### src/rtl/blink_select_ctrl_if.sv
// Switch/select bundle between the board switches, the select controller and the blinker mux.
// The master side drives the raw switches; the slave side (the controller) drives the select outputs.
interface blink_select_ctrl_if;
    logic       i_Switch_1;
    logic       i_Switch_2;
    logic [1:0] o_Sel;
    logic       o_Auto;
    logic       o_Change;

    modport master (
        output i_Switch_1,
        output i_Switch_2,
        input  o_Sel,
        input  o_Auto,
        input  o_Change
    );

    modport slave (
        input  i_Switch_1,
        input  i_Switch_2,
        output o_Sel,
        output o_Auto,
        output o_Change
    );
endinterface

### src/rtl/blink_select_ctrl.sv
// Debounced two-switch select controller for the four-rate blinker mux.
// Define BLINK_SELECT_AUTO_SCAN_EN for switch-2 auto-scan; otherwise switch 2 steps the select backward.
module blink_select_ctrl #(
    parameter int DEBOUNCE_LIMIT = 250000,
    parameter int AUTO_PERIOD    = 75000000
) (
    input  logic               i_Clk,
    input  logic               i_Rst_L,
    blink_select_ctrl_if.slave bus
);
    localparam int            DW      = $clog2(DEBOUNCE_LIMIT);
    localparam logic [DW-1:0] DEB_MAX = DW'(DEBOUNCE_LIMIT - 1);

    if (DEBOUNCE_LIMIT < 2 || AUTO_PERIOD < 2) begin : g_param_check
        $error("blink_select_ctrl: DEBOUNCE_LIMIT and AUTO_PERIOD must be >= 2");
    end

    logic [1:0]    raw;
    logic [1:0]    sync_p0;
    logic [1:0]    sync_p1;
    logic [1:0]    deb_p2;
    logic [1:0]    deb_p3;
    logic [1:0]    rel;
    logic [DW-1:0] dcnt_p2 [2];
    logic [1:0]    sel_q;
    logic [1:0]    sel_next;
    logic          chg_q;

    assign raw = {bus.i_Switch_2, bus.i_Switch_1};

    // Stage p0/p1: synchronizer; stage p2: debounced level; stage p3: copy for edge detect
    always_ff @(posedge i_Clk or negedge i_Rst_L) begin
        if (!i_Rst_L) begin
            sync_p0 <= '0;
            sync_p1 <= '0;
            deb_p2  <= '0;
            deb_p3  <= '0;
            for (int i = 0; i < 2; i++) begin
                dcnt_p2[i] <= '0;
            end
        end else begin
            sync_p0 <= raw;
            sync_p1 <= sync_p0;
            deb_p3  <= deb_p2;
            for (int i = 0; i < 2; i++) begin
                if (sync_p1[i] != deb_p2[i]) begin
                    if (dcnt_p2[i] == DEB_MAX) begin
                        deb_p2[i]  <= sync_p1[i];
                        dcnt_p2[i] <= '0;
                    end else begin
                        dcnt_p2[i] <= dcnt_p2[i] + 1'b1;
                    end
                end else begin
                    dcnt_p2[i] <= '0;
                end
            end
        end
    end

    // Release only: debounced level fell since the previous cycle
    assign rel = deb_p3 & ~deb_p2;

`ifdef BLINK_SELECT_AUTO_SCAN_EN
    localparam int            PW      = $clog2(AUTO_PERIOD);
    localparam logic [PW-1:0] PER_MAX = PW'(AUTO_PERIOD - 1);

    logic [PW-1:0] pcnt;
    logic          auto_q;
    logic          tick;

    assign tick = auto_q && (pcnt == PER_MAX);

    // A manual step coinciding with a period tick still advances only once
    always_comb begin
        sel_next = sel_q;
        if (rel[0] || tick) begin
            sel_next = sel_q + 2'd1;
        end
    end

    always_ff @(posedge i_Clk or negedge i_Rst_L) begin
        if (!i_Rst_L) begin
            auto_q <= 1'b0;
            pcnt   <= '0;
        end else begin
            if (rel[1]) begin
                auto_q <= ~auto_q;
            end
            if (!auto_q || rel[1] || rel[0] || tick) begin
                pcnt <= '0;
            end else begin
                pcnt <= pcnt + 1'b1;
            end
        end
    end

    assign bus.o_Auto = auto_q;
`else
    // Both releases together cancel out
    always_comb begin
        sel_next = sel_q;
        case (rel)
            2'b01:   sel_next = sel_q + 2'd1;
            2'b10:   sel_next = sel_q - 2'd1;
            default: sel_next = sel_q;
        endcase
    end

    assign bus.o_Auto = 1'b0;
`endif

    // Output stage: select and its change flag
    always_ff @(posedge i_Clk or negedge i_Rst_L) begin
        if (!i_Rst_L) begin
            sel_q <= 2'd0;
            chg_q <= 1'b0;
        end else begin
            sel_q <= sel_next;
            chg_q <= (sel_next != sel_q);
        end
    end

    assign bus.o_Sel    = sel_q;
    assign bus.o_Change = chg_q;
endmodule

### src/flat_wrapper.sv
// flat-port wrapper written by rule: the top's interface ports become plain ports
module blink_select_ctrl_flat 
#(
    parameter int DEBOUNCE_LIMIT = 250000,
    parameter int AUTO_PERIOD    = 75000000
)
  (i_Clk, i_Rst_L, bus_i_Switch_1, bus_i_Switch_2, bus_o_Sel, bus_o_Auto, bus_o_Change);
  blink_select_ctrl_if bus_i ();
  input  logic i_Clk;
  input  logic i_Rst_L;
  input wire logic [$bits(bus_i.i_Switch_1)-1:0] bus_i_Switch_1;
  input wire logic [$bits(bus_i.i_Switch_2)-1:0] bus_i_Switch_2;
  output wire logic [$bits(bus_i.o_Sel)-1:0] bus_o_Sel;
  output wire logic [$bits(bus_i.o_Auto)-1:0] bus_o_Auto;
  output wire logic [$bits(bus_i.o_Change)-1:0] bus_o_Change;
  assign bus_i.i_Switch_1 = bus_i_Switch_1;
  assign bus_i.i_Switch_2 = bus_i_Switch_2;
  assign bus_o_Sel = bus_i.o_Sel;
  assign bus_o_Auto = bus_i.o_Auto;
  assign bus_o_Change = bus_i.o_Change;
  blink_select_ctrl #(.DEBOUNCE_LIMIT(DEBOUNCE_LIMIT), .AUTO_PERIOD(AUTO_PERIOD)) u_core (.i_Clk(i_Clk), .i_Rst_L(i_Rst_L), .bus(bus_i));
endmodule
### config.mk
export PLATFORM = sky130hd
export DESIGN_NAME = blink_select_ctrl_flat
export DESIGN_NICKNAME = d
export VERILOG_FILES = /design/src/rtl/blink_select_ctrl_if.sv /design/src/rtl/blink_select_ctrl.sv /design/src/flat_wrapper.sv
export SDC_FILE = /design/constraint.sdc
export NUM_CORES = 1
export LEC_CHECK = 0
export CORE_MARGIN = 5
export CORE_UTILIZATION = 35
export CTS_BUF_LIST = sky130_fd_sc_hd__clkbuf_2
export CTS_CLUSTER_SIZE = 16
export DETAILED_ROUTE_END_ITERATION = 10
export GPL_ROUTABILITY_DRIVEN = 0
export GPL_TIMING_DRIVEN = 1
export MAX_ROUTING_LAYER = met4
export SYNTH_ARGS = -nofsm -noshare
export SYNTH_HDL_FRONTEND = slang
export SYNTH_SLANG_ARGS = --single-unit
### constraint.sdc
create_clock -name i_Clk -period 2.4 [get_ports i_Clk]
set_clock_uncertainty 0.15 [all_clocks]
set_input_delay 0.24 -clock i_Clk [delete_from_list [all_inputs] [get_ports i_Clk]]
set_output_delay 0.24 -clock i_Clk [all_outputs]
set_load 0.03 [all_outputs]
After elaboration in Yosys (flattened, before gate mapping). Cells that the tools add are included.

Reductions and logical operators: 2. Add/subtract/negate cells: 4. Bitwise logic cells: 2. Equality and inequality tests: 7. Muxes and demuxes: 5.

Operators with widths (number): 2-to-1 mux 18 bit (4); adder 18 x 1 -> 18 bit, second input constant (2); == test 18 bit, second input constant (2); case mux 2 bit (2 select lines) (1); AND reduction 2 bit (2); adder 2 x 1 -> 2 bit, second input constant (1); AND 2 bit (1); == test 2 x 1 -> 1 bit, second input constant (1); == test 2 bit, second input constant (1); inequality test 1 bit (2); inequality test 2 bit (1); NOT 2 bit (1); subtractor 2 x 1 -> 2 bit, second input constant (1).

Flip-flop bits (word level): 47. Word-level logic and storage cells: 29.

Depth between registers and ports, before layout. Gate-level depths: netlist (run 1).

Word-level depth: 5. Gate-level depth with buffers: 6.

Worst setup path before layout (run 1). No wires, ideal clock.

Kind: reg2reg. Start point: reg u_core.dcnt_p2[13] in the netlist's numbering. End point: reg u_core.deb_p2[1]. Setup time: 125 ps. Path slack: 272 ps. Data required time: 2125 ps. Buffers on the path: 0. Clock period less this slack: 2128 ps. Arrival time: 1853 ps. Cell stages (with the launch flop): 5. Path through: dfrtp_1 -> or4b_1 -> or4_4 -> nor2_1 -> mux2_2.

Longest elaborated chain between the ends: 2.

Ends and longest elaborated chain: start: declaration (RTL line blink_select_ctrl.sv:24) `logic [DW-1:0] dcnt_p2 [2];`; start signal: indexed assignment (RTL line blink_select_ctrl.sv:51) `dcnt_p2[i] <= dcnt_p2[i] + 1'b1;`; == test 18 bit (RTL line blink_select_ctrl.sv:47) `if (dcnt_p2[i] == DEB_MAX) begin`; AND reduction 2 bit (no source line); end signal: indexed assignment (RTL line blink_select_ctrl.sv:48) `deb_p2[i] <= sync_p1[i];`; end: declaration (RTL line blink_select_ctrl.sv:21) `logic [1:0] deb_p2;`.

Every way passes these cells. A chain may end at the register's enable or synchronous reset.

Worst setup path in the final report (run 1).
Start point: reg u_core.dcnt_p2[4] in the netlist's numbering. End point: reg u_core.deb_p2[1].

Same word-level chain as after synthesis.

==> impl_results.md, run 1 <==
- Cell variety after synth: 38
- Final net count: 234
- Synthesized area per cell: 10.6 um^2
- Floorplan core area: between 6000 and 7000 um^2
- EDFF count, synth: 0
- Clock slew at reported path FFs: approximately 0.25 ns
- Routed vias/inst: between 4 and 5
- Vias post-DR: 1470
- Worst R2R Setup Slack: between 0.2 and 0.25 ns
- Synthesized area: around 2200 um^2
- Die Ht: ~90 um
- DRT iter0 DRCs: 40
- Max Slew Vio Count: 0
- Initial antenna violation count: 0
- Slowest stage delay, CP: ~0.54 ns
- Routed wl met3: approximately 97 um
- Tcrit/Tclk final: 0.912
- Post-route ant nets: 0
- Worst r2r dst: u_core.deb_p2[1]
- Crit path DAT: about 2.4 ns
- Hold_buf cts: 1
- Largest area contributor in the netlist: dfrtp_1
- Initial core utilization: 0.354
- Top_reg_cell synth: dfrtp_1
- Share of layout cells above drive strength 1: 0.110
- Number of I/O pins: 8
- Synth area leaders: dfrtp_1 (53%), xnor2_1 (8.3%), nor2_1 (6.3%), xor2_1 (4.4%), nand3_1 (2.7%)
- PwrDens: ~530 nW/um^2
- Worst-margin pin slew: 0.564 ns
- Topmost layer with routed signal wires: met4
- Num CTS Buffers: 5
- Mapped Cells: about 210
- H-tree depth: 2
- Syn Nets: about 220
- Post CTS Setup Buffer Count: 0
- HP Class: in -> async
- Grt total ovfl: 0
- Register area share after synthesis: 0.532
- CP Max Fanout: 6
- FF-to-FF Start: u_core.dcnt_p2[4]
- GR Util All Layers: 0.113
- Clk sink count: 47
- Routed wire length: 3.61 mm
- HPWL after DPL: between 2 and 3 mm
- Largest net degree at the start of global routing: 25
- Die area: roughly 8000 um^2
- Critical path type: reg -> reg
- WP data required: about 2.6 ns
- Final setup fails: 0
- RSZ-0062 raised after global routing: no
- Startpoint Class: flop
- Std-Cell Rows: 29
- Final Util: 0.400
- CP Buf/Inv Count: 0
- Max Clk Rate: roughly 0.46 GHz
- Number of synthesized register bits: 47
- Post-cts repair resize count: 0
- Met2 wire len: 1.61 mm
- Asr flop ratio synth: 1.00
- CP top delay family: simple AND/OR/NAND/NOR gates
- Layout Area Growth over Synthesis: 12.9%
- Worst Reg2Reg Path Length in Cells: 4
- Share of the synthesized area in the top cell type: 0.532
- Slowest CP cell: or4_4
- Static Leakage: 1.04 nW
- Status: completed
- Final setup TNS: 0 ns
- Clock Path Buffers: 2
- DR WL/cell: 11.8 um
- Most common cell after layout, fill and taps aside: dfrtp_1
- Max IR drop VDD: approximately 390 uV
- Buffers on Ports: 6
- Antenna diodes: 0
- Most frequent cells in the layout: dfrtp_1 (47), nor2_1 (37), xnor2_1 (21), nand3_1 (12), xor2_1 (11)
- Critical path endpoint category: flop
- Max-cap violation count: 0
- Final Hold Vio Count: 0
- Slew headroom: 0.620
- Synth warnings: 0
- CTS tree: yes
- Number of global-route vias before repair: roughly 1500
- First-pass GRT wire length: around 6.8 mm
- Critical Path, Cell by Cell: or4b_1 -> or4_4 -> nor2_1 -> mux2_2
- Wl on met1: ~1.8 mm
- Worst-skew pair later-pin latency: 0.41 ns
- CTS Root Cell: clkbuf_2
- TritonRoute pass-1 iters: 4
- Minimum clock period after layout: 2.19 ns
- Die width: a little under 90 um
- DRC viols: 0
-- cell usage after synthesis (4+ instances only) --
cell type  instances
dfrtp_1           47
nand2_1           10
nand4_1            9
nor2_1            37
nor3_1             4
a21oi_1            5
xor2_1            11
nor4_1             7
xnor2_1           21
nand3_1           12
inv_1              6
-- per-layer routing --
layer / up-vias / global-route usage
met5: - / -
met4: 0 / 0.0487
met3: 5 / 0.0276
li1: 756 / -
met1: 699 / 0.147
met2: 10 / 0.166
-- kinds of logic (layout without fill, tap and decap cells) --
kind of cell | count (synthesis) | count (layout) | share of synthesized area
muxes | 2 | 2 | 0.0102
DFF | 47 | 47 | 0.532
xor gates and xnor gates | 32 | 32 | 0.127
and+or+nand+nor | 101 | 101 | 0.238
buffers and inverters | 11 | 30 | 0.0255
other | 1 | 1 | 0.00170
adders and majority gates | 3 | 3 | 0.0170
AOI/OAI and AO/OA | 12 | 12 | 0.0487
-- report_power, final --
part | internal [mW] | total [mW] | switching, mW | leakage (nW)
Sequential | 0.805 | 0.815 | 0.0102 | 0.643
Clock | 0.179 | 0.440 | 0.260 | 0.0396
Combinational | 0.0245 | 0.0600 | 0.0355 | 0.359
Total | 1.01 | 1.32 | 0.306 | 1.04
-- layout make-up --
type	instances	area, um^2
Tap cell	77	96.3
Fill cell	630	3750
Timing Repair Buffer	16	150
Clock buffer	5	25.0
Clock inverter	3	46.3
Multi-Input combinational cell	151	977
Sequential cell	47	1180
Inverter	6	22.5
-- worst reg2reg max path, stage by stage (launching register included) --
cell,delay (ns)
dfrtp_1,0.50
or4b_1,0.48
or4_4,0.54
nor2_1,0.12
mux2_2,0.33
-- registers in the layout (all words and copies together), names as in the netlist --
name	flops
u_core.sync_p0	2
u_core.bus.o_Sel	2
u_core.sync_p1	2
u_core.deb_p3	2
u_core.dcnt_p2	36
u_core.bus.o_Change	1
u_core.deb_p2	2
-- through the flow --
| stage | instances | total power, mW | hold WS [ns] | worst slack (ns) | area (um^2) |
|---|---|---|---|---|---|
| global placement | 294 | 0.887 | 0.113 | 0.240 | 2390 |
| detailed placement | 294 | 0.888 | 0.115 | 0.220 | 2390 |
| floorplan | 209 | 0.856 | -0.206 | 0.272 | 2210 |
| finish | 305 | 1.32 | 0.151 | 0.211 | 2490 |
| global route | 305 | 1.39 | 0.156 | 0.141 | 2490 |
| CTS | 303 | 1.35 | 0.0248 | 0.195 | 2470 |
-- worst max path at each step --
stage / from / endpoint / slack (ns) / depth (start not counted)
global placement: u_core.dcnt_p2[6] / u_core.deb_p2[1] / 0.24 / 4
global route: u_core.dcnt_p2[4] / u_core.deb_p2[1] / 0.14 / 4
floorplan: u_core.dcnt_p2[13] / u_core.deb_p2[1] / 0.27 / 4
CTS: u_core.dcnt_p2[4] / u_core.deb_p2[1] / 0.20 / 4
detailed placement: u_core.dcnt_p2[6] / u_core.deb_p2[1] / 0.22 / 4
finish: u_core.dcnt_p2[4] / u_core.deb_p2[1] / 0.21 / 4
No activity file was read; power rests on OpenSTA's default activity.
==> inputs of run 2 (changes only) <==
--- a/config.mk
+++ b/config.mk
@@ -5,7 +5,6 @@
 export SDC_FILE = /design/constraint.sdc
 export NUM_CORES = 1
 export LEC_CHECK = 0
-export CORE_MARGIN = 5
 export CORE_UTILIZATION = 35
 export CTS_BUF_LIST = sky130_fd_sc_hd__clkbuf_2
 export CTS_CLUSTER_SIZE = 16
==> run 2 against run 1 <==
Sequential share of layout area increased by 0.79 points; via count increased by 1.0%; global-route usage increased by 2.1 points; non-clock buffer count decreased by 3; cell area decreased by 1.7%; first-iteration DRC count increased by 88%; die area decreased by 17%; clock-buffer cell count unchanged.
==> impl_results.md, run 2 (synthesis gave the netlist of run 1 again) <==
- Status: completed (unchanged)
- Number of global-route vias before repair: 1455 (was 1476)
- HP Class: in -> reg (was in -> async)
- Most common cell after layout, fill and taps aside: dfrtp_1 (unchanged)
- Layout Area Growth over Synthesis: 11.0% (was 12.9%)
- Clock slew at reported path FFs: 0.26 ns (was 0.25 ns)
- Max Clk Rate: 0.457 GHz (about the same)
- CP Max Fanout: 3 (was 6)
- Post CTS Setup Buffer Count: 0 (unchanged)
- Die Ht: 81.5 um (was 89.5 um)
- Vias post-DR: 1485 (was 1470)
- Most frequent cells in the layout: dfrtp_1 (47), nor2_1 (37), xnor2_1 (21), nand3_1 (12), xor2_1 (11) (unchanged)
- DRC viols: 0 (unchanged)
- Number of I/O pins: 8 (unchanged)
- Critical Path, Cell by Cell: or4b_1 -> or4_4 -> nor2_1 -> mux2_2 (unchanged)
- Grt total ovfl: 0 (unchanged)
- Final setup TNS: 0 ns (unchanged)
- Final Util: 0.409 (was 0.400)
- Share of layout cells above drive strength 1: 0.107 (was 0.110)
- Max-cap violation count: 0 (unchanged)
- Worst-skew pair later-pin latency: 0.42 ns (was 0.41 ns)
- Startpoint Class: flop (unchanged)
- CP Buf/Inv Count: 0 (unchanged)
- Post-cts repair resize count: 0 (unchanged)
- Placed Cells: 291 (was 294)
- Final net count: 231 (was 234)
- Slowest CP cell: or4_4 (unchanged)
- Critical path type: reg -> reg (unchanged)
- Final setup fails: 0 (unchanged)
- Final setup margin: 0.214 ns (was 0.211 ns)
- Max Slew Vio Count: 0 (unchanged)
- Die width: 81.5 um (was 89.5 um)
- WP data required: 2.61 ns (was 2.59 ns)
- Static Leakage: 1.03 nW (was 1.04 nW)
- Slew headroom: 0.609 (was 0.620)
- HPWL after DPL: 2.56 mm (was 2.65 mm)
- PwrDens: 541 nW/um^2 (was 527 nW/um^2)
- CP top delay family: simple AND/OR/NAND/NOR gates (unchanged)
- Routed wire length: 3.71 mm (was 3.61 mm)
- Die area: 6630 um^2 (was 8000 um^2)
- Non-Filler Cell Area, Final: 2450 um^2 (was 2490 um^2)
- GR Util All Layers: 0.134 (was 0.113)
- RSZ-0062 raised after global routing: no (unchanged)
- Num CTS Buffers: 5 (unchanged)
- Largest net degree at the start of global routing: 48 (was 25)
- Critical path endpoint category: flop (unchanged)
- H-tree depth: 2 (unchanged)
- Floorplan core area: 5990 um^2 (was 6240 um^2)
- Slowest stage delay, CP: 0.54 ns (about the same)
- Clock Path Buffers: 2 (unchanged)
- Buffers on Ports: 6 (unchanged)
- Worst-margin pin slew: 0.587 ns (was 0.564 ns)
- DP Area: 2370 um^2 (was 2390 um^2)
- Worst hold slack: 0.0587 ns (was 0.151 ns)
- Largest register FFs: 36 (unchanged)
- Biggest register: u_core.dcnt_p2 (unchanged)
- Max IR drop VDD: 480 uV (was 390 uV)
- Post-route ant nets: 0 (unchanged)
- Clk sink count: 47 (unchanged)
- Total power: 1.33 mW (was 1.32 mW)
- Final Instance Count excl. Fillers: 300 (was 305)
- Initial antenna violation count: 0 (unchanged)
- Initial core utilization: 0.369 (was 0.354)
- DR WL/cell: 12.4 um (was 11.8 um)
- Minimum clock period after layout: 2.19 ns (about the same)
- FF/Latch Area: 1180 um^2 (unchanged)
- Hold_buf cts: 1 (unchanged)
- First-pass GRT wire length: 6.57 mm (was 6.83 mm)
- DRT iter0 DRCs: 75 (was 40)
- Routed vias/inst: 4.95 (was 4.82)
- TritonRoute pass-1 iters: 4 (unchanged)
- Area of the multi-input gates: 977 um^2 (unchanged)
- CTS Root Cell: clkbuf_2 (unchanged)
- Antenna diodes: 0 (unchanged)
- Tcrit/Tclk final: 0.911 (was 0.912)
- Crit path DAT: 2.39 ns (was 2.38 ns)
- Final Hold Vio Count: 0 (unchanged)
- CTS tree: yes (unchanged)
- Fillers: 596 (was 630)
- Std-Cell Rows: 28 (was 29)
- Pre-CTS WS: 0.234 ns (was 0.220 ns)
[run 2: changes by cell type in the layout (fill, tap and decap cells not counted)]
cell	delta
dlygate4sd3_1	-2
buf_12	-1
clkinv_4	+1
clkinvlp_4	-1
[run 2: report_power, final]
group          total [mW]  leakage, nW  internal, mW  switching (mW)
logic              0.0555        0.342        0.0202          0.0353
clock network       0.456       0.0436         0.182           0.274
registers           0.815        0.643         0.805         0.00953
total                1.33         1.03          1.01           0.319
[run 2: worst paths after layout]
| path | to | slack [ns] | from | cells past startpoint |
|---|---|---|---|---|
| min in group asynchronous | u_core.dcnt_p2[32] | 0.22 | i_Rst_L | 3 |
| max in group asynchronous | u_core.dcnt_p2[27] | 1.45 | i_Rst_L | 3 |
| worst min-delay path | u_core.sync_p0[0] | 0.06 | bus_i_Switch_1 | 1 |
| worst max register to register | u_core.deb_p2[1] | 0.21 | u_core.dcnt_p2[13] | 4 |
| worst max-delay path | u_core.deb_p2[1] | 0.21 | u_core.dcnt_p2[13] | 4 |
| worst min register to register | u_core.sync_p1[0] | 0.24 | u_core.sync_p0[0] | 0 |
[run 2: per-layer routing]
metal  wire, um  share of wire  track usage
met4         57          0.015       0.0482
met5          0              0            -
met1       1880           0.51        0.175
met3        118          0.032       0.0333
met2       1660           0.45        0.202
[run 2: worst register-to-register path, cell delays in order (launching register included)]
cell	delay, ns
dfrtp_1	0.46
or4b_1	0.52
or4_4	0.54
nor2_1	0.11
mux2_2	0.33
[run 2: area by class of cell]
type                            count  area share
Timing Repair Buffer               13      0.0449
Clock buffer                        5      0.0102
Sequential cell                    47       0.480
Tap cell                           75      0.0383
Multi-Input combinational cell    151       0.398
Clock inverter                      3      0.0194
Inverter                            6     0.00918
==> variant 1, RTL diff (settings of run 1) <==
Add a define of `BLINK_SELECT_AUTO_SCAN_EN`.
--- a/src/rtl/blink_select_ctrl.sv
+++ b/src/rtl/blink_select_ctrl.sv
@@ -1,4 +1,6 @@
 // Debounced two-switch select controller for the four-rate blinker mux.
 // Define BLINK_SELECT_AUTO_SCAN_EN for switch-2 auto-scan; otherwise switch 2 steps the select backward.
+`define BLINK_SELECT_AUTO_SCAN_EN
+
 module blink_select_ctrl #(
     parameter int DEBOUNCE_LIMIT = 250000,
Function: same outputs for any inputs over 10 cycles, from zero or initial values and one cycle with i_Rst_L low; that may be too few to reach the edited logic, so the function may still have changed.
==> variant 1 against run 1 <==
  * Design area grew 74%
  * Total power up 61%
  * First-iteration DRC count grew to 4.7 times the old value
  * Synthesized area increased by 71%
  * Setup slack lost 0.11 ns
  * Maximum frequency decreased by 4.6%
  * Sequential cell count rose by 28
  * Routed wire length increased by 110%
  * Die area up 63%
  * Largest cell class unchanged
  * Highest routed layer unchanged
==> variant 1: results (changes against run 1) <==
----------------------------------------------------
[Status]
  Status ... complete, no violations (unchanged)

[Logic synthesis]
  Leading cell types by count after synthesis ... sky130_fd_sc_hd__dfrtp_1, sky130_fd_sc_hd__nor2_1, sky130_fd_sc_hd__xnor2_1 (unchanged)
  Per-instance average area after synthesis ... 10.2 µm² (was 10.6 µm²)
  Arithmetic-cell share of the synthesized area counting full adders, half adders and majority gates ... 0.991% (was 1.70%)
  Multiplexer fraction of the synthesized cell area ... 0.594% (was 1.02%)
  Post-synthesis sequential area ratio ... 49.5% (was 53.2%)
  Most area-consuming cells after synthesis ... sky130_fd_sc_hd__dfrtp_1, sky130_fd_sc_hd__xnor2_1, sky130_fd_sc_hd__nor2_1 (unchanged)
  Xor-xnor portion of the synthesized cell area ... 9.94% (was 12.7%)
  EDFF count, synth ... 0 (unchanged)
  Post-synthesis async set-or-reset flop share ... 100% (unchanged)
  Number of nets produced by synthesis ... 380 (was 216)
  Number of warnings printed during yosys synthesis ... 0 (unchanged)
  Area fraction in compound gates after synthesis ... 8.55% (was 4.87%)
  Most common flop cell mapped by yosys ... sky130_fd_sc_hd__dfrtp_1 (unchanged)
  Count of different cell masters after synthesis ... 43 (was 38)

[Clocking]
  Number of CTS-inserted buffers ... 9 (was 5)
  Clk pin slew, worst setup/hold paths ... 0.25 ns (about the same)
  Clk_lat worst skew ... 0.55 ns (was 0.41 ns)
  Maximum buffer depth of the clock tree ... 2 (unchanged)
  Post-CTS setup buffer count ... 0 (unchanged)
  CTS Root Cell ... sky130_fd_sc_hd__clkbuf_2 (unchanged)
  H-tree Lvls ... 3 (was 2)

[Routing]
  Vias per cell ... 5.41 (was 4.82)
  Initial detailed-routing violation count ... 188 (was 40)
  Pre-Repair DR Iteration Count ... 5 (was 4)
  Via count ... 2968 (was 1470)
  Total wirelength of the detailed-routed design ... 7.77 mm (was 3.61 mm)

[Placed design]
  Input/output buffers ... 7 (was 6)
  Number of cells in the design after placement ... 528 (was 294)
  DP Wirelength ... 5.36 mm (was 2.65 mm)

[Final layout]
  Ant diodes ... 0 (unchanged)
  Largest registers ... u_core.dcnt_p2 (36), u_core.pcnt (27)
  Post-layout net count ... 411 (was 234)
  Layout cells sized above 1 ... 14.9% (was 11.0%)

[Power]
  Clock group total power ... 761 µW (was 440 µW)
  Internal Power ... 1560 µW (was 1010 µW)
  Static leakage ... 0.00161 µW (was 0.00104 µW)
  Combinational fraction of design power ... 3.3% (was 4.6%)
  Worst supply voltage drop on vdd ... 184 µV (was 390 µV)
  Switch Pwr ... 555 µW (was 306 µW)

[Hold path]
  Hold/Removal Path Class ... reg -> reg (was in -> async)

[GRT]
  Antenna violations before repair ... 0 (unchanged)
  GRT Util Overall ... 13.3% (was 11.3%)
  Maximum number of pins on one net before global-route repair ... 39 (was 25)
  Wire length of the first global-routing pass ... 13.8 mm (was 6.83 mm)

[Timing]
  Worst slew margin ... 69.3% (was 62.0%)

[Worst setup path]
  Crit path DAT ... 2.61 ns (was 2.38 ns)
  Crit-path max FO ... 16 (was 6)

----------------------------------------------------
[variant 1: cell families (layout without fill, tap and decap cells)]
group / after synthesis / in the layout
simple gates: 185 / 185
flops: 75 / 75
xor+xnor: 43 / 43
compound gates: 41 / 41
buf+inv: 24 / 60
fa+ha+maj: 3 / 3
mux: 2 / 2
[variant 1: critical path, stage by stage (launching register included)]
cell and delay (ns):
sky130_fd_sc_hd__dfrtp_1 0.47, sky130_fd_sc_hd__buf_6 0.14, sky130_fd_sc_hd__nand4_4 0.09, sky130_fd_sc_hd__or4_4 0.54, sky130_fd_sc_hd__buf_6 0.16, sky130_fd_sc_hd__or4b_4 0.48, sky130_fd_sc_hd__a211oi_2 0.21
[variant 1: path summary, 6_finish.rpt]
path                                        startpoint                           to  slack, ns  cells past startpoint
max                           u_core.pcnt[8]$_DFF_PN0_    u_core.pcnt[26]$_DFF_PN0_       0.11                      6
min                        u_core.sync_p0[0]$_DFF_PN0_  u_core.sync_p1[0]$_DFF_PN0_       0.22                      0
max reg2reg                   u_core.pcnt[8]$_DFF_PN0_    u_core.pcnt[26]$_DFF_PN0_       0.11                      6
min reg2reg                u_core.sync_p0[0]$_DFF_PN0_  u_core.sync_p1[0]$_DFF_PN0_       0.22                      0
max in group asynchronous                      i_Rst_L  u_core.dcnt_p2[5]$_DFF_PN0_       0.40                      4
min in group asynchronous                      i_Rst_L     u_core.pcnt[6]$_DFF_PN0_       0.53                      3
[variant 1: area by class of cell]
cell class / instances / area (µm²)
Clock inverter: 7 / 81.3
Fill cell: 1091 / 6390
Clock buffer: 9 / 45.0
Inverter: 12 / 45.0
Timing Repair Buffer: 32 / 288
Tap cell: 140 / 175
Multi-Input combinational cell: 274 / 1840
Sequential cell: 75 / 1880
[variant 1: stage by stage]
| step | TNS (ns) | cell area [µm²] | worst slack (ns) | util [%] | hold slack, ns |
|---|---|---|---|---|---|
| 2_1_floorplan | 0 | 3790 | 0.101 | - | -0.206 |
| 3_3_place_gp | 0 | 4140 | 0.0618 | 38.5 | 0.0872 |
| 3_5_place_dp | 0 | 4140 | 0.0559 | 38.5 | 0.0933 |
| 4_1_cts | 0 | 4320 | 0.0214 | 40.2 | 0.233 |
| 5_1_grt | -0.0109 | 4350 | -0.00998 | 40.5 | 0.219 |
| 6_report | 0 | 4350 | 0.106 | 40.5 | 0.216 |
[variant 1: layer usage]
| metal | up-vias | global-route usage, % | wire length [µm] |
|---|---|---|---|
| li1 | 1437 | - | - |
| met1 | 1485 | 16.8 | 3670 |
| met2 | 33 | 21.2 | 3810 |
| met3 | 13 | 1.80 | 152 |
| met4 | 0 | 6.25 | 141 |
| met5 | - | - | 0 |
[variant 1: timing repair]
action                                  4_1_cts  5_1_grt
endpoints found under the setup margin        0        7
hold endpoints to repair                     77        0
hold buffers                                  5        0
resized for setup                             0        9
==> variant 2, RTL diff (flow settings as in run 1) <==
Made on the original files. `DEBOUNCE_LIMIT` is set to 250000 in 2 places; all go to 500000.
--- a/src/rtl/blink_select_ctrl.sv
+++ b/src/rtl/blink_select_ctrl.sv
@@ -2,5 +2,5 @@
 // Define BLINK_SELECT_AUTO_SCAN_EN for switch-2 auto-scan; otherwise switch 2 steps the select backward.
 module blink_select_ctrl #(
-    parameter int DEBOUNCE_LIMIT = 250000,
+    parameter int DEBOUNCE_LIMIT = 500000,
     parameter int AUTO_PERIOD    = 75000000
 ) (
--- a/src/flat_wrapper.sv
+++ b/src/flat_wrapper.sv
@@ -2,5 +2,5 @@
 module blink_select_ctrl_flat 
 #(
-    parameter int DEBOUNCE_LIMIT = 250000,
+    parameter int DEBOUNCE_LIMIT = 500000,
     parameter int AUTO_PERIOD    = 75000000
 )
Function: same outputs for any inputs over 10 cycles, from zero or initial values and one cycle with i_Rst_L low; that may be too few to reach the edited logic, so the function may still have changed.
==> variant 2 against run 1 <==
  * Synthesized area up 5.2%
  * Setup slack worse by 0.0044 ns
  * Combinational power down 5.8%
  * Clock power down 22%
  * Routed wire length up 11%
  * Design area up 1.3%
  * Sequential cell count up 2
  * Total power down 4.9%
  * Non-clock buffer count down 4
==> variant 2: results (changes against run 1) <==
----------------------------------------------------
[Clocking]
  CTS Root Cell ... sky130_fd_sc_hd__clkbuf_2 (unchanged)
  Clk_lat worst skew ... 0.43 ns (was 0.41 ns)

[Routing]
  Sum of met2 wire segment lengths after detailed routing ... 1.87 mm (was 1.61 mm)
  Met3 routed wirelength ... 89 µm (was 97 µm)
  Average wire per standard cell ... 12.7 µm (was 11.8 µm)
  Via count ... 1572 (was 1470)
  Met1 Routed Length ... 1.98 mm (was 1.84 mm)

[Placed design]
  Placed Area ... 0.00247 mm² (was 0.00239 mm²)
  Input/output buffers ... 6 (unchanged)
  DP Wirelength ... 2.88 mm (was 2.65 mm)

[Final layout]
  Layout cells sized above 1 ... 8.44% (was 11.0%)
  Fin cells ... 314 (was 305)
  Post-layout net count ... 243 (was 234)
  Number of flip-flops in the largest register ... 38 (was 36)

[GRT]
  Via count of the first global-routing pass ... 1519 (was 1476)
  Wire length of the first global-routing pass ... 6.99 mm (was 6.83 mm)
  GRT Util Overall ... 10.5% (was 11.3%)
  Maximum number of pins on one net before global-route repair ... 21 (was 25)

[Power]
  Static leakage ... 0.00103 µW (was 0.00104 µW)
  Worst supply voltage drop on vdd ... 184 µV (was 390 µV)

[Logic synthesis]
  Most area-consuming cells after synthesis ... sky130_fd_sc_hd__dfrtp_1, sky130_fd_sc_hd__xnor2_1, sky130_fd_sc_hd__nor2_1 (unchanged)
  Leading cell types by count after synthesis ... sky130_fd_sc_hd__dfrtp_1, sky130_fd_sc_hd__nor2_1, sky130_fd_sc_hd__xnor2_1 (unchanged)
  Per-instance average area after synthesis ... 10.3 µm² (was 10.6 µm²)
  Post-synthesis sequential area ratio ... 52.7% (was 53.2%)
  Count of different cell masters after synthesis ... 35 (was 38)

[Worst setup path]
  Crit-path max FO ... 8 (was 6)
  R2R Path Start ... u_core.dcnt_p2[19]$_DFF_PN0_ (was u_core.dcnt_p2[4]$_DFF_PN0_)
  Cell class contributing the biggest share of worst-path delay ... simple AND/OR/NAND/NOR gates (unchanged)
  Capture point of the worst reg-to-reg path ... u_core.dcnt_p2[37]$_DFF_PN0_ (was u_core.deb_p2[1]$_DFFE_PN0P_)
  Cell depth of the worst flop-to-flop path ... 5 (was 4)
  Total number of cells along the worst setup path ... 5 (was 4)
  Critical Path Max Stage Delay ... 0.59 ns (was 0.54 ns)

[Status]
  Status ... complete, no violations (unchanged)

[Timing]
  Hold slack ... 0.0789 ns (was 0.151 ns)

----------------------------------------------------
## variant 2: changes by cell type in the layout (fill, tap and decap cells not counted), moves of 2 or more
cell and delta:
sky130_fd_sc_hd__nor4_1 -5, sky130_fd_sc_hd__nand4_1 +4, sky130_fd_sc_hd__nor3_1 +4, sky130_fd_sc_hd__o21ai_0 +4, sky130_fd_sc_hd__a21oi_1 +3, sky130_fd_sc_hd__or3_1 +3, sky130_fd_sc_hd__xnor2_1 -3, sky130_fd_sc_hd__and3_1 -2
sky130_fd_sc_hd__dfrtp_1 +2, sky130_fd_sc_hd__dlygate4sd3_1 -2, sky130_fd_sc_hd__nand2_1 +2, sky130_fd_sc_hd__nand3_1 +2, sky130_fd_sc_hd__or4b_1 +2, sky130_fd_sc_hd__xor2_1 +2
## variant 2: layout make-up
type,instances,area [µm²]
Fill cell,635,3900
Sequential cell,49,1230
Multi-Input combinational cell,162,1030
Timing Repair Buffer,12,103
Tap cell,77,96.3
Clock buffer,6,30.0
Inverter,6,22.5
Clock inverter,2,13.8
## variant 2: power breakdown
part / switching (µW) / total, µW / internal [µW]
Sequential: 11.9 / 851 / 839
Clock: 264 / 343 / 79.1
Combinational: 36.6 / 56.5 / 19.9
Total: 313 / 1250 / 938
## variant 2: worst max path at each step
stage                                 startpoint                            to  slack (ns)
detailed placement  u_core.dcnt_p2[19]$_DFF_PN0_  u_core.dcnt_p2[37]$_DFF_PN0_        0.22
floorplan           u_core.dcnt_p2[19]$_DFF_PN0_  u_core.dcnt_p2[37]$_DFF_PN0_        0.31
CTS                 u_core.dcnt_p2[19]$_DFF_PN0_  u_core.dcnt_p2[37]$_DFF_PN0_        0.18
global placement    u_core.dcnt_p2[19]$_DFF_PN0_  u_core.dcnt_p2[37]$_DFF_PN0_        0.26
finish              u_core.dcnt_p2[19]$_DFF_PN0_  u_core.dcnt_p2[37]$_DFF_PN0_        0.21
global route        u_core.dcnt_p2[19]$_DFF_PN0_  u_core.dcnt_p2[37]$_DFF_PN0_        0.05
## variant 2: kinds of logic (layout without fill, tap and decap cells)
kind of cell	count (synthesis)	in the layout	share of synthesized area (%)
AOI/OAI and AO/OA	17	17	5.17
xor gates and xnor gates	31	31	11.7
adders and majority gates	3	3	1.61
buffers and inverters	14	26	2.74
DFF	49	49	52.7
muxes	2	2	0.969
other	1	1	0.161
and+or+nand+nor	108	108	24.9
## variant 2: what timing repair did
action | CTS | global route
hold endpoints to repair | 49 | 0
endpoints found under the setup margin | 0 | 0
hold buffers | 1 | 0
buffers inserted | 0 | 0
## variant 2: per-layer routing
layer / vias up / global-route usage, %
li1: 799 / -
met3: 5 / 2.73
met5: - / -
met1: 755 / 13.6
met4: 0 / 3.77
met2: 13 / 15.9
